## src/rtl/mem_latch_ctrl_if.sv

```systemverilog
// rtl/mem_latch_ctrl_if.sv - EX/MEM sequencing controller bus: cache completions, latch controls, dcache requests
interface mem_latch_ctrl_if #(
  parameter int CNT_W = 32
);
  logic             ihit;
  logic             dhit;
  logic             em_valid;
  logic             em_dREN;
  logic             em_dWEN;
  logic             em_bEQ;
  logic             em_bNE;
  logic             em_flagZero;
  logic             em_halt;
  logic             dmem_ren;
  logic             dmem_wen;
  logic             pc_en;
  logic             if_id_en;
  logic             id_ex_en;
  logic             ex_mem_en;
  logic             mem_wb_en;
  logic             if_id_flush;
  logic             id_ex_flush;
  logic             ex_mem_flush;
  logic             pc_br_sel;
  logic             halted;
  logic [CNT_W-1:0] stall_cnt;

  // master: the controller; slave: the pipeline/caches around it
  modport master (
    input  ihit, dhit, em_valid, em_dREN, em_dWEN, em_bEQ, em_bNE, em_flagZero, em_halt,
    output dmem_ren, dmem_wen, pc_en, if_id_en, id_ex_en, ex_mem_en, mem_wb_en,
           if_id_flush, id_ex_flush, ex_mem_flush, pc_br_sel, halted, stall_cnt
  );

  modport slave (
    output ihit, dhit, em_valid, em_dREN, em_dWEN, em_bEQ, em_bNE, em_flagZero, em_halt,
    input  dmem_ren, dmem_wen, pc_en, if_id_en, id_ex_en, ex_mem_en, mem_wb_en,
           if_id_flush, id_ex_flush, ex_mem_flush, pc_br_sel, halted, stall_cnt
  );
endinterface

```

## src/rtl/mem_latch_ctrl.sv

```systemverilog
// rtl/mem_latch_ctrl.sv - EX/MEM stage sequencer: dcache requests, latch enables/flushes, branch resolve, halt
module mem_latch_ctrl #(
  parameter int CNT_W = 32
) (
  input  logic          CLK,
  input  logic          RST,
  mem_latch_ctrl_if.master bus
);

  localparam logic [1:0] RUN    = 2'd0;
  localparam logic [1:0] WAIT_D = 2'd1;
  localparam logic [1:0] WAIT_I = 2'd2;
  localparam logic [1:0] HALT   = 2'd3;

  logic [1:0]       state;
  logic [1:0]       stateNext;
  logic [CNT_W-1:0] stallCnt;

  logic memOp;
  logic iOk;
  logic dOk;
  logic adv;
  logic take;
  logic haltNow;
  logic reqGate;

  assign memOp   = bus.em_valid & (bus.em_dREN | bus.em_dWEN);
  // Each wait state remembers which side already completed, so that side is treated as done.
  assign iOk     = bus.ihit | (state == WAIT_D);
  assign dOk     = ~memOp | bus.dhit | (state == WAIT_I);
  assign adv     = iOk & dOk & (state != HALT);
  assign take    = bus.em_valid & ((bus.em_bEQ & bus.em_flagZero) | (bus.em_bNE & ~bus.em_flagZero));
  assign haltNow = bus.em_valid & bus.em_halt;
  assign reqGate = (state != WAIT_I) & (state != HALT);

  always_comb begin
    bus.dmem_ren     = 1'b0;
    bus.dmem_wen     = 1'b0;
    bus.pc_en        = 1'b0;
    bus.if_id_en     = 1'b0;
    bus.id_ex_en     = 1'b0;
    bus.ex_mem_en    = 1'b0;
    bus.mem_wb_en    = 1'b0;
    bus.if_id_flush  = 1'b0;
    bus.id_ex_flush  = 1'b0;
    bus.ex_mem_flush = 1'b0;
    bus.pc_br_sel    = 1'b0;
    if (!RST) begin
      // Store wins when both read and write are flagged.
      bus.dmem_wen = memOp & bus.em_dWEN & reqGate;
      bus.dmem_ren = memOp & bus.em_dREN & ~bus.em_dWEN & reqGate;
      if (adv) begin
        bus.pc_en     = ~haltNow;
        bus.if_id_en  = 1'b1;
        bus.id_ex_en  = 1'b1;
        bus.ex_mem_en = 1'b1;
        bus.mem_wb_en = 1'b1;
        if (take && !haltNow) begin
          bus.pc_br_sel    = 1'b1;
          bus.if_id_flush  = 1'b1;
          bus.id_ex_flush  = 1'b1;
          bus.ex_mem_flush = 1'b1;
        end
      end
    end
  end

  always_comb begin
    stateNext = state;
    if (state == HALT) begin
      stateNext = HALT;
    end else if (adv) begin
      stateNext = haltNow ? HALT : RUN;
    end else if (iOk && !dOk) begin
      stateNext = WAIT_D;
    end else if (dOk && !iOk) begin
      stateNext = WAIT_I;
    end
  end

  always_ff @(posedge CLK) begin
    if (RST) begin
      state    <= RUN;
      stallCnt <= '0;
    end else begin
      state <= stateNext;
      if (!adv && state != HALT && stallCnt != {CNT_W{1'b1}}) begin
        stallCnt <= stallCnt + CNT_W'(1);
      end
    end
  end

  assign bus.halted    = (state == HALT);
  assign bus.stall_cnt = stallCnt;

endmodule

```

## src/flat_wrapper.sv

```systemverilog
// flat-port wrapper written by rule: the top's interface ports become plain ports
module mem_latch_ctrl_flat 
#(
  parameter int CNT_W = 32
)
  (CLK, RST, bus_ihit, bus_dhit, bus_em_valid, bus_em_dREN, bus_em_dWEN, bus_em_bEQ, bus_em_bNE, bus_em_flagZero, bus_em_halt, bus_dmem_ren, bus_dmem_wen, bus_pc_en, bus_if_id_en, bus_id_ex_en, bus_ex_mem_en, bus_mem_wb_en, bus_if_id_flush, bus_id_ex_flush, bus_ex_mem_flush, bus_pc_br_sel, bus_halted, bus_stall_cnt);
  mem_latch_ctrl_if #(.CNT_W(CNT_W)) bus_i ();
  input  logic CLK;
  input  logic RST;
  input wire logic [$bits(bus_i.ihit)-1:0] bus_ihit;
  input wire logic [$bits(bus_i.dhit)-1:0] bus_dhit;
  input wire logic [$bits(bus_i.em_valid)-1:0] bus_em_valid;
  input wire logic [$bits(bus_i.em_dREN)-1:0] bus_em_dREN;
  input wire logic [$bits(bus_i.em_dWEN)-1:0] bus_em_dWEN;
  input wire logic [$bits(bus_i.em_bEQ)-1:0] bus_em_bEQ;
  input wire logic [$bits(bus_i.em_bNE)-1:0] bus_em_bNE;
  input wire logic [$bits(bus_i.em_flagZero)-1:0] bus_em_flagZero;
  input wire logic [$bits(bus_i.em_halt)-1:0] bus_em_halt;
  output wire logic [$bits(bus_i.dmem_ren)-1:0] bus_dmem_ren;
  output wire logic [$bits(bus_i.dmem_wen)-1:0] bus_dmem_wen;
  output wire logic [$bits(bus_i.pc_en)-1:0] bus_pc_en;
  output wire logic [$bits(bus_i.if_id_en)-1:0] bus_if_id_en;
  output wire logic [$bits(bus_i.id_ex_en)-1:0] bus_id_ex_en;
  output wire logic [$bits(bus_i.ex_mem_en)-1:0] bus_ex_mem_en;
  output wire logic [$bits(bus_i.mem_wb_en)-1:0] bus_mem_wb_en;
  output wire logic [$bits(bus_i.if_id_flush)-1:0] bus_if_id_flush;
  output wire logic [$bits(bus_i.id_ex_flush)-1:0] bus_id_ex_flush;
  output wire logic [$bits(bus_i.ex_mem_flush)-1:0] bus_ex_mem_flush;
  output wire logic [$bits(bus_i.pc_br_sel)-1:0] bus_pc_br_sel;
  output wire logic [$bits(bus_i.halted)-1:0] bus_halted;
  output wire logic [$bits(bus_i.stall_cnt)-1:0] bus_stall_cnt;
  assign bus_i.ihit = bus_ihit;
  assign bus_i.dhit = bus_dhit;
  assign bus_i.em_valid = bus_em_valid;
  assign bus_i.em_dREN = bus_em_dREN;
  assign bus_i.em_dWEN = bus_em_dWEN;
  assign bus_i.em_bEQ = bus_em_bEQ;
  assign bus_i.em_bNE = bus_em_bNE;
  assign bus_i.em_flagZero = bus_em_flagZero;
  assign bus_i.em_halt = bus_em_halt;
  assign bus_dmem_ren = bus_i.dmem_ren;
  assign bus_dmem_wen = bus_i.dmem_wen;
  assign bus_pc_en = bus_i.pc_en;
  assign bus_if_id_en = bus_i.if_id_en;
  assign bus_id_ex_en = bus_i.id_ex_en;
  assign bus_ex_mem_en = bus_i.ex_mem_en;
  assign bus_mem_wb_en = bus_i.mem_wb_en;
  assign bus_if_id_flush = bus_i.if_id_flush;
  assign bus_id_ex_flush = bus_i.id_ex_flush;
  assign bus_ex_mem_flush = bus_i.ex_mem_flush;
  assign bus_pc_br_sel = bus_i.pc_br_sel;
  assign bus_halted = bus_i.halted;
  assign bus_stall_cnt = bus_i.stall_cnt;
  mem_latch_ctrl #(.CNT_W(CNT_W)) u_core (.CLK(CLK), .RST(RST), .bus(bus_i));
endmodule
```

## config.mk

```make
export PLATFORM = sky130hd
export DESIGN_NAME = mem_latch_ctrl_flat
export DESIGN_NICKNAME = d
export VERILOG_FILES = /design/src/rtl/mem_latch_ctrl_if.sv /design/src/rtl/mem_latch_ctrl.sv /design/src/flat_wrapper.sv
export SDC_FILE = /design/constraint.sdc
export NUM_CORES = 1
export LEC_CHECK = 0
export CAP_MARGIN = 10
export CELL_PAD_IN_SITES_DETAIL_PLACEMENT = 0
export CELL_PAD_IN_SITES_GLOBAL_PLACEMENT = 1
export CORE_AREA = 2 2 93 95
export CTS_BUF_LIST = sky130_fd_sc_hd__clkbuf_8
export DETAILED_ROUTE_END_ITERATION = 7
export DIE_AREA = 0 0 95 97
export GPL_ROUTABILITY_DRIVEN = 0
export HOLD_SLACK_MARGIN = 0.06
export PLACE_DENSITY_LB_ADDON = 0.1
export SLEW_MARGIN = 20
export SYNTH_ARGS = -nofsm -noshare
export SYNTH_HDL_FRONTEND = slang
export SYNTH_SLANG_ARGS = --single-unit
export TNS_END_PERCENT = 100
```

## constraint.sdc

```tcl
create_clock -name CLK -period 3.03 [get_ports CLK]
set_clock_uncertainty 0.15 [all_clocks]
set_input_delay 0.606 -clock CLK [delete_from_list [all_inputs] [get_ports CLK]]
set_output_delay 0.606 -clock CLK [all_outputs]
set_load 0.01 [all_outputs]
```

Yosys cells after proc, flatten, opt, wreduce, memory -nomap -nowiden --
Cells that the tools add are included.
Word-level totals: flip-flop bits (word level) 34, bits of input ports 11, output and inout bits 44, logic and storage cells 55
Cells by class: add/subtract/negate cells 1, eq/ne operators 6, mux-type cells 14, bitwise logic cells 22, reduce and logical (&&, ||, !) cells 10
Operators by type and width (count):
- adder 32 x 1 -> 32 bit (second input constant) | 1
- != test 32 bit (second input constant) | 1
- AND 1 bit | 13
- 2-to-1 mux 2 bit | 5
- 2-to-1 mux 1 bit | 9
- logical AND 1 bit | 5
- bitwise OR 1 bit | 5
- equality test 2 bit (second input constant) | 2
- logical NOT 1 bit | 4
- != test 2 bit (second input constant) | 2
- inverter 1 bit | 4
- nonzero test 4 bit | 1
- equality test 2 x 1 -> 1 bit (second input constant) | 1

Logic depth before layout (Yosys ltp) --
Gate-level depths: netlist (run 1).
depth after elaboration 10, mapped depth 8, depth with buffers taken out 6

Worst setup path after synthesis (run 1) --
OpenSTA, ideal clock, no wires.
path kind input-to-output, start point input port bus_em_dWEN, end point output port bus_id_ex_flush, arrival 1617 ps, data required time 2274 ps, setup slack 657 ps, stages on the path 5, path through o21ba_2 > a21oi_1 > and3b_1 > and3_1 > buf_4
On the way: cells in the longest elaborated chain, start to end 9
Ends and longest elaborated chain:
- from (decl) | line flat_wrapper.sv:14 | input wire logic [$bits(bus_i.em_dWEN)-1:0] bus_em_dWEN;
- bitwise OR 1 bit | line mem_latch_ctrl.sv:27 | assign memOp = bus.em_valid & (bus.em_dREN | bus.em_dWEN);
- AND 1 bit | line mem_latch_ctrl.sv:27
- inverter 1 bit | line mem_latch_ctrl.sv:30 | assign dOk = ~memOp | bus.dhit | (state == WAIT_I);
- bitwise OR 1 bit (2 in a row) | line mem_latch_ctrl.sv:30
- AND 1 bit (2 in a row) | line mem_latch_ctrl.sv:31 | assign adv = iOk & dOk & (state != HALT);
- 2-to-1 mux 1 bit (2 in a row)
- to (decl) | line flat_wrapper.sv:27 | output wire logic [$bits(bus_i.id_ex_flush)-1:0] bus_id_ex_flush;
Every way passes these cells.

Worst setup path in the final report (run 1) --
start point input port bus_em_valid, end point output port bus_pc_en
On the way: cells in the longest elaborated chain, start to end 8, elaborated cells on any way between the ends 10
Ends and longest elaborated chain:
- from (decl) | line flat_wrapper.sv:12 | input wire logic [$bits(bus_i.em_valid)-1:0] bus_em_valid;
- AND 1 bit | line mem_latch_ctrl.sv:27
- inverter 1 bit | line mem_latch_ctrl.sv:30
- bitwise OR 1 bit (2 in a row) | line mem_latch_ctrl.sv:30
- AND 1 bit (2 in a row) | line mem_latch_ctrl.sv:31
- 2-to-1 mux 1 bit * | line mem_latch_ctrl.sv:52 | if (adv) begin
- 2-to-1 mux 1 bit * | line mem_latch_ctrl.sv:48 | if (!RST) begin
- to (decl) | line flat_wrapper.sv:21 | output wire logic [$bits(bus_i.pc_en)-1:0] bus_pc_en;
Every way passes the cells marked *; elsewhere a longest branch is shown, timed or not.

==> results of run 1 <==
## worst min-delay path by stage
stage                          endpoint  cells past startpoint                      from  slack, ns
2_1_floorplan           u_core.state[1]                      2           u_core.state[0]       0.34
3_3_place_gp   u_core.bus.stall_cnt[10]                      2  u_core.bus.stall_cnt[10]       0.36
3_5_place_dp   u_core.bus.stall_cnt[31]                      2  u_core.bus.stall_cnt[31]       0.36
4_1_cts        u_core.bus.stall_cnt[31]                      2  u_core.bus.stall_cnt[31]       0.37
5_1_grt        u_core.bus.stall_cnt[31]                      2  u_core.bus.stall_cnt[31]       0.41
6_report       u_core.bus.stall_cnt[31]                      2  u_core.bus.stall_cnt[31]       0.36
## cell usage in the layout (no fill, tap or decap), drive strengths merged, types with 2 or more instances in the layout
cell type / n
nand3: 9
clkdlybuf4s50: 45
and4: 5
mux2: 2
dlygate4sd2: 9
nor2b: 2
or3: 10
o21bai: 2
inv: 5
buf: 13
o21ai: 11
nor2: 6
and3: 4
and3b: 2
clkbuf: 5
nand4: 14
a21oi: 29
dfxtp: 34
and2: 2
nand2: 13
clkinv: 2
o31ai: 16
xor2: 2
or4: 17
## synth_stat cells, drive strengths merged (2+ instances only)
master	instances	area share
o31ai	16	0.069
and3b	2	0.0091
clkbuf	6	0.012
nand2	13	0.029
o21ai	11	0.029
nand4	14	0.064
and4	5	0.025
mux2	2	0.012
inv	5	0.0097
and2	2	0.0071
nand3	9	0.023
or3	10	0.033
or4	17	0.070
and3	4	0.014
a21oi	29	0.075
nor2b	2	0.0065
dfxtp	34	0.35
xor2	2	0.0091
nor2	6	0.012
o21bai	2	0.0078
buf	11	0.043
## area by class of cell
type                       count  area, um^2  area share
tap                          105         131      0.0488
multi-input combinational    163        1120       0.418
sequential                    34         681       0.253
timing repair buffer          67         627       0.233
clock inverter                 3        40.0      0.0149
inverter                       5        18.8     0.00697
clock buffer                   5        68.8      0.0256
## flip-flops by register name (all words and copies together), names as in the netlist
register / cells
u_core.bus.stall_cnt: 32
u_core.state: 2
## per-stage QoR
step	setup TNS, ns	hold WS, ns	instances	instance area, um^2	util
after global placement	-0.805	0.357	374	2590	0.319
after global routing	0	0.407	382	2690	0.331
after detailed placement	-1.05	0.357	374	2590	0.319
after floorplan	0	0.339	219	1930	-
final	0	0.358	382	2690	0.331
after CTS	0	0.372	382	2690	0.331
## critical path, delay by kind of cell
family | cells | cell delay, ns
buf+inv | 2 | 1.00
compound gates | 1 | 0.19
simple gates | 2 | 0.44
## logic make-up (layout without fill, tap and decap cells)
group,count (synthesis),count (layout),synth area share
mux,3,3,0.0169
fa+ha+maj,1,1,0.00648
flops,34,34,0.353
xor+xnor,3,3,0.0136
simple gates,91,91,0.321
buf+inv,22,80,0.0642
compound gates,65,65,0.225
## power by group through the flow
stage	sequential, mW	clock, mW	combinational (mW)
floorplan	0.472	0	0.0553
global placement	0.472	0	0.107
detailed placement	0.472	0	0.107
CTS	0.461	0.440	0.103
global route	0.463	0.451	0.112
finish	0.461	0.426	0.101
## per-layer routing
| metal | part of all wire | GRT usage | up-vias |
|---|---|---|---|
| met5 | 0 | 0 | - |
| met4 | 0.0096 | 0.0301 | 0 |
| met3 | 0.040 | 0.0296 | 6 |
| met2 | 0.46 | 0.203 | 41 |
| met1 | 0.49 | 0.157 | 907 |
| li1 | - | - | 965 |
==> impl_metrics.ini, run 1 <==
[layout]
area_delta_synth_final_pct = 39.5
layout-drive-gt1-share = 0.148
insertedDiodeCount = 0
finish.net_count = 288
fill_cells = 860

[die]
coreArea_mm2 = 0.00813
row_count = 33
die_x_um = 95
chipHeight_um = 97
design.die.area_mm2 = 0.00922
start_util = 0.237
ios = 55

[power_and_ir_drop]
seq_power_share = 0.466
p_sw_frac = 0.244
leakagePower_nw = 0.907
power_density_mw_per_mm2 = 367
clkPwrFrac = 0.431
power.total_mw = 0.989
p_int_mw = 0.747
combPwrFrac = 0.103
ir_worst_vdd_mv = 0.148
power_switching_mw = 0.242

[synthesis]
syn_nets = 231
synth_edf_count = 0
synthArstFlopShare = 0
ys_ff_latch = 34
avgSynthCellArea_um2 = 8.81
synth-warning-count = 0
ys.flop_type = dfxtp_1
synthCells = 219
synth_area_mm2 = 0.00193
synth.distinct_cells = 53
synth_seq_area_share = 0.353

[clock_network]
clk-insertion-delay-late_ns = 0.29
cts_buffer_depth = 2
post-cts-setup-buffer-count = 0
hold_buffers = 0
cts_root_buf = clkbuf_8
htreeDepth = 2
clock_sinks = 34
cts_tree = yes
clkTransAtPathRegs_ns = 0.07
ctsResizeCount = 9
numCtsBuffers = 5

[timing]
worst_slack_ns = 0.0466
slew_viol_final = 0
setup_viol_count_final = 0
fin_crit_ns = 2.98
period_share = 0.985
rsz0062_at_grt = false
max_freq_ghz = 0.335
worstMarginPinSlew_ns = 0.449
relSlewSlack = 0.700
final-hold-violation-count = 0

[global_route]
grt_pass1_wl_mm = 9.08
grt_antenna_before_repair = 0
grt_max_degree = 36
grt_use_total = 0.122
gr-total-overflow = 0
grt_pass1_vias = 1848

[worst_setup_path]
crit_path_cell_trace = clkdlybuf4s50_1 -> and2b_2 -> a21oi_1 -> and3b_1 -> clkdlybuf4s50_1
worstPathMaxFanout = 4
rr_startpoint = u_core.bus.stall_cnt[19]
crit_arrival_ns = 2.23
cp-start-kind = input pin
worstSetupPathType = input pin to output pin
rr_endpoint = u_core.bus.stall_cnt[1]
cp-end-kind = output pin
crit_path_frequent_cell = clkdlybuf4s50_1
critPathMaxStageDelay_ns = 0.54
required_ns = 2.27
endpoint = bus_pc_en
slowest_stage = clkdlybuf4s50_1
rr_worst_depth = 6
r2r_slack_ns = 0.59
worstSetupStartpoint = bus_em_valid

[route]
post_drt_via_cell_ratio = 5.02
routed-via-count = 1919
routed_wirelength_mm = 5.39
wire_per_inst_um = 14.1
drtPass1Iterations = 4
drc = 0
antenna_left = 0
initialDrtViolationCount = 37

[status]
status = completed

[min_path]
holdCritPathClass = flip-flop to flip-flop

[job]
max_cap_viol_count = 0

[placement]
io_buffers = 54
pre_cts_ws_ns = -0.179
dp_hpwl_mm = 3.77
(Power assumes the default switching activity.)
==> run 2, diff against run 1 <==
--- a/config.mk
+++ b/config.mk
@@ -8,10 +8,10 @@
 export CAP_MARGIN = 10
 export CELL_PAD_IN_SITES_DETAIL_PLACEMENT = 0
 export CELL_PAD_IN_SITES_GLOBAL_PLACEMENT = 1
-export CORE_AREA = 2 2 93 95
+export CORE_AREA = 2 2 80 82
 export CTS_BUF_LIST = sky130_fd_sc_hd__clkbuf_8
 export DETAILED_ROUTE_END_ITERATION = 7
-export DIE_AREA = 0 0 95 97
+export DIE_AREA = 0 0 82 84
 export GPL_ROUTABILITY_DRIVEN = 0
 export HOLD_SLACK_MARGIN = 0.06
 export PLACE_DENSITY_LB_ADDON = 0.1
==> constraint.sdc (replaced) <==
create_clock -name CLK -period 2.5 [get_ports CLK]
set_clock_uncertainty 0.15 [all_clocks]
set_input_delay 0.5 -clock CLK [delete_from_list [all_inputs] [get_ports CLK]]
set_output_delay 0.5 -clock CLK [all_outputs]
set_load 0.01 [all_outputs]
==> impl_metrics.ini, run 2 (synthesis results as in run 1) <==
[placement]
pre_cts_ws_ns = -0.467
dp_hpwl_mm = 3.70
io_buffers = 54

[route]
drc = 0
wl_met3_um = 253
wire_per_inst_um = 14.1
routed_wirelength_mm = 5.21
wl_met2_mm = 2.36
drtPass1Iterations = 4
drt-met1-wl_mm = 2.54
post_drt_via_cell_ratio = 5.29
initialDrtViolationCount = 82
routed-via-count = 1962
top_layer = met4
antenna_left = 0

[timing]
setup_viol_count_final = 0
final-hold-violation-count = 0
rsz0062_at_grt = true
relSlewSlack = 0.733
fin_tns_setup_ns = 0
slew_viol_final = 0
period_share = 0.976
max_freq_ghz = 0.410
worst_slack_ns = 0.0597
fin_crit_ns = 2.44
worstMarginPinSlew_ns = 0.400

[die]
ios = 55
coreArea_mm2 = 0.00610
chipHeight_um = 84
design.die.area_mm2 = 0.00689
start_util = 0.317
row_count = 29
die_x_um = 82

[clock_network]
numCtsBuffers = 5
cts_tree = yes
clock_sinks = 34
cts_root_buf = clkbuf_8
hold_buffers = 0
clk-insertion-delay-late_ns = 0.28
cts_buffer_depth = 2
htreeDepth = 2
clkTransAtPathRegs_ns = 0.06

[min_path]
holdCritPathClass = flip-flop to flip-flop
min-delay-start = u_core.bus.stall_cnt[10]

[layout]
finish.net_count = 305
layout_common_cells = clkdlybuf4s50_1 (41), dfxtp_1 (34), buf_4 (30)
fin_util = 0.451
insertedDiodeCount = 0
final_common_cell = clkdlybuf4s50_1
layout-drive-gt1-share = 0.235
largest_reg_flops = 32
area_delta_synth_final_pct = 42.6

[worst_setup_path]
cp-start-kind = input pin
rr_startpoint = u_core.bus.stall_cnt[21]
crit_path_cell_trace = clkdlybuf4s50_1 -> o21ba_2 -> a21oi_2 -> and3b_1 -> and3_4 -> clkbuf_2
worstSetupStartpoint = bus_dhit
path_buf_inv = 2
critPathMaxStageDelay_ns = 0.46
worstPathMaxFanout = 4
path_delay_family = buffers and inverters
crit_arrival_ns = 1.79
worstSetupPathType = input pin to output pin
slowest_stage = clkdlybuf4s50_1
required_ns = 1.85
cp-end-kind = output pin

[global_route]
gr-total-overflow = 0
grt_pass1_vias = 1810
grt_antenna_before_repair = 0
grt_max_degree = 36
grt_pass1_wl_mm = 8.71
grt_use_total = 0.161

[job]
max_cap_viol_count = 0

[power_and_ir_drop]
power_density_mw_per_mm2 = 403
ir_worst_vdd_mv = 0.222
leakagePower_nw = 0.972

[status]
status = completed
==> run 2: worst paths after layout <==
kind                               to  slack [ns]  depth (start not counted)
max                   bus_if_id_flush        0.06                          6
min          u_core.bus.stall_cnt[10]        0.37                          2
max reg2reg   u_core.bus.stall_cnt[2]        0.23                          7
min reg2reg  u_core.bus.stall_cnt[10]        0.37                          2
==> run 2: final cells by class <==
cell class                      count  area (um^2)
Inverter                            5         18.8
Tap cell                           77         96.3
Multi-Input combinational cell    163         1140
Sequential cell                    34          681
Fill cell                         622         3340
Clock buffer                        6         82.6
Clock inverter                      2         8.76
Timing Repair Buffer               84          719
==> run 2: power by group <==
| group | leakage [nW] | internal, mW | switching [mW] | total (mW) |
|---|---|---|---|---|
| clock network | 0.0524 | 0.218 | 0.197 | 0.415 |
| registers | 0.275 | 0.549 | 0.00643 | 0.555 |
| logic | 0.645 | 0.0724 | 0.0669 | 0.139 |
==> run 2: metal layers <==
layer	vias up	global-route usage
met5	-	0
met4	0	0.0424
met3	5	0.0368
met2	41	0.249
met1	920	0.223
li1	996	-
==> run 2: metrics by stage <==
| step | area, um^2 | hold slack [ns] | power, mW | instances |
|---|---|---|---|---|
| 4_1_cts | 2780 | 0.368 | 1.13 | 371 |
| 2_1_floorplan | 1930 | 0.339 | 0.639 | 219 |
| 3_3_place_gp | 2680 | 0.353 | 0.712 | 362 |
| 5_1_grt | 2750 | 0.399 | 1.17 | 371 |
| 6_report | 2750 | 0.366 | 1.11 | 371 |
| 3_5_place_dp | 2680 | 0.358 | 0.712 | 362 |
==> run 2: worst reg2reg max path, delay by kind of cell (launching register included) <==
family / cells / cell delay [ns]
buffers and inverters: 2 / 0.30
XOR/XNOR: 1 / 0.13
AND/OR/NAND/NOR: 3 / 0.82
AO/OA/AOI/OAI: 1 / 0.34
flip-flops: 1 / 0.42
==> run 2: what timing repair did <==
item | 4_1_cts | 5_1_grt
buffers inserted | 1 | 0
pin swaps | 2 | 0
gates resized for setup | 26 | 12
endpoints found under the setup margin | 11 | 8
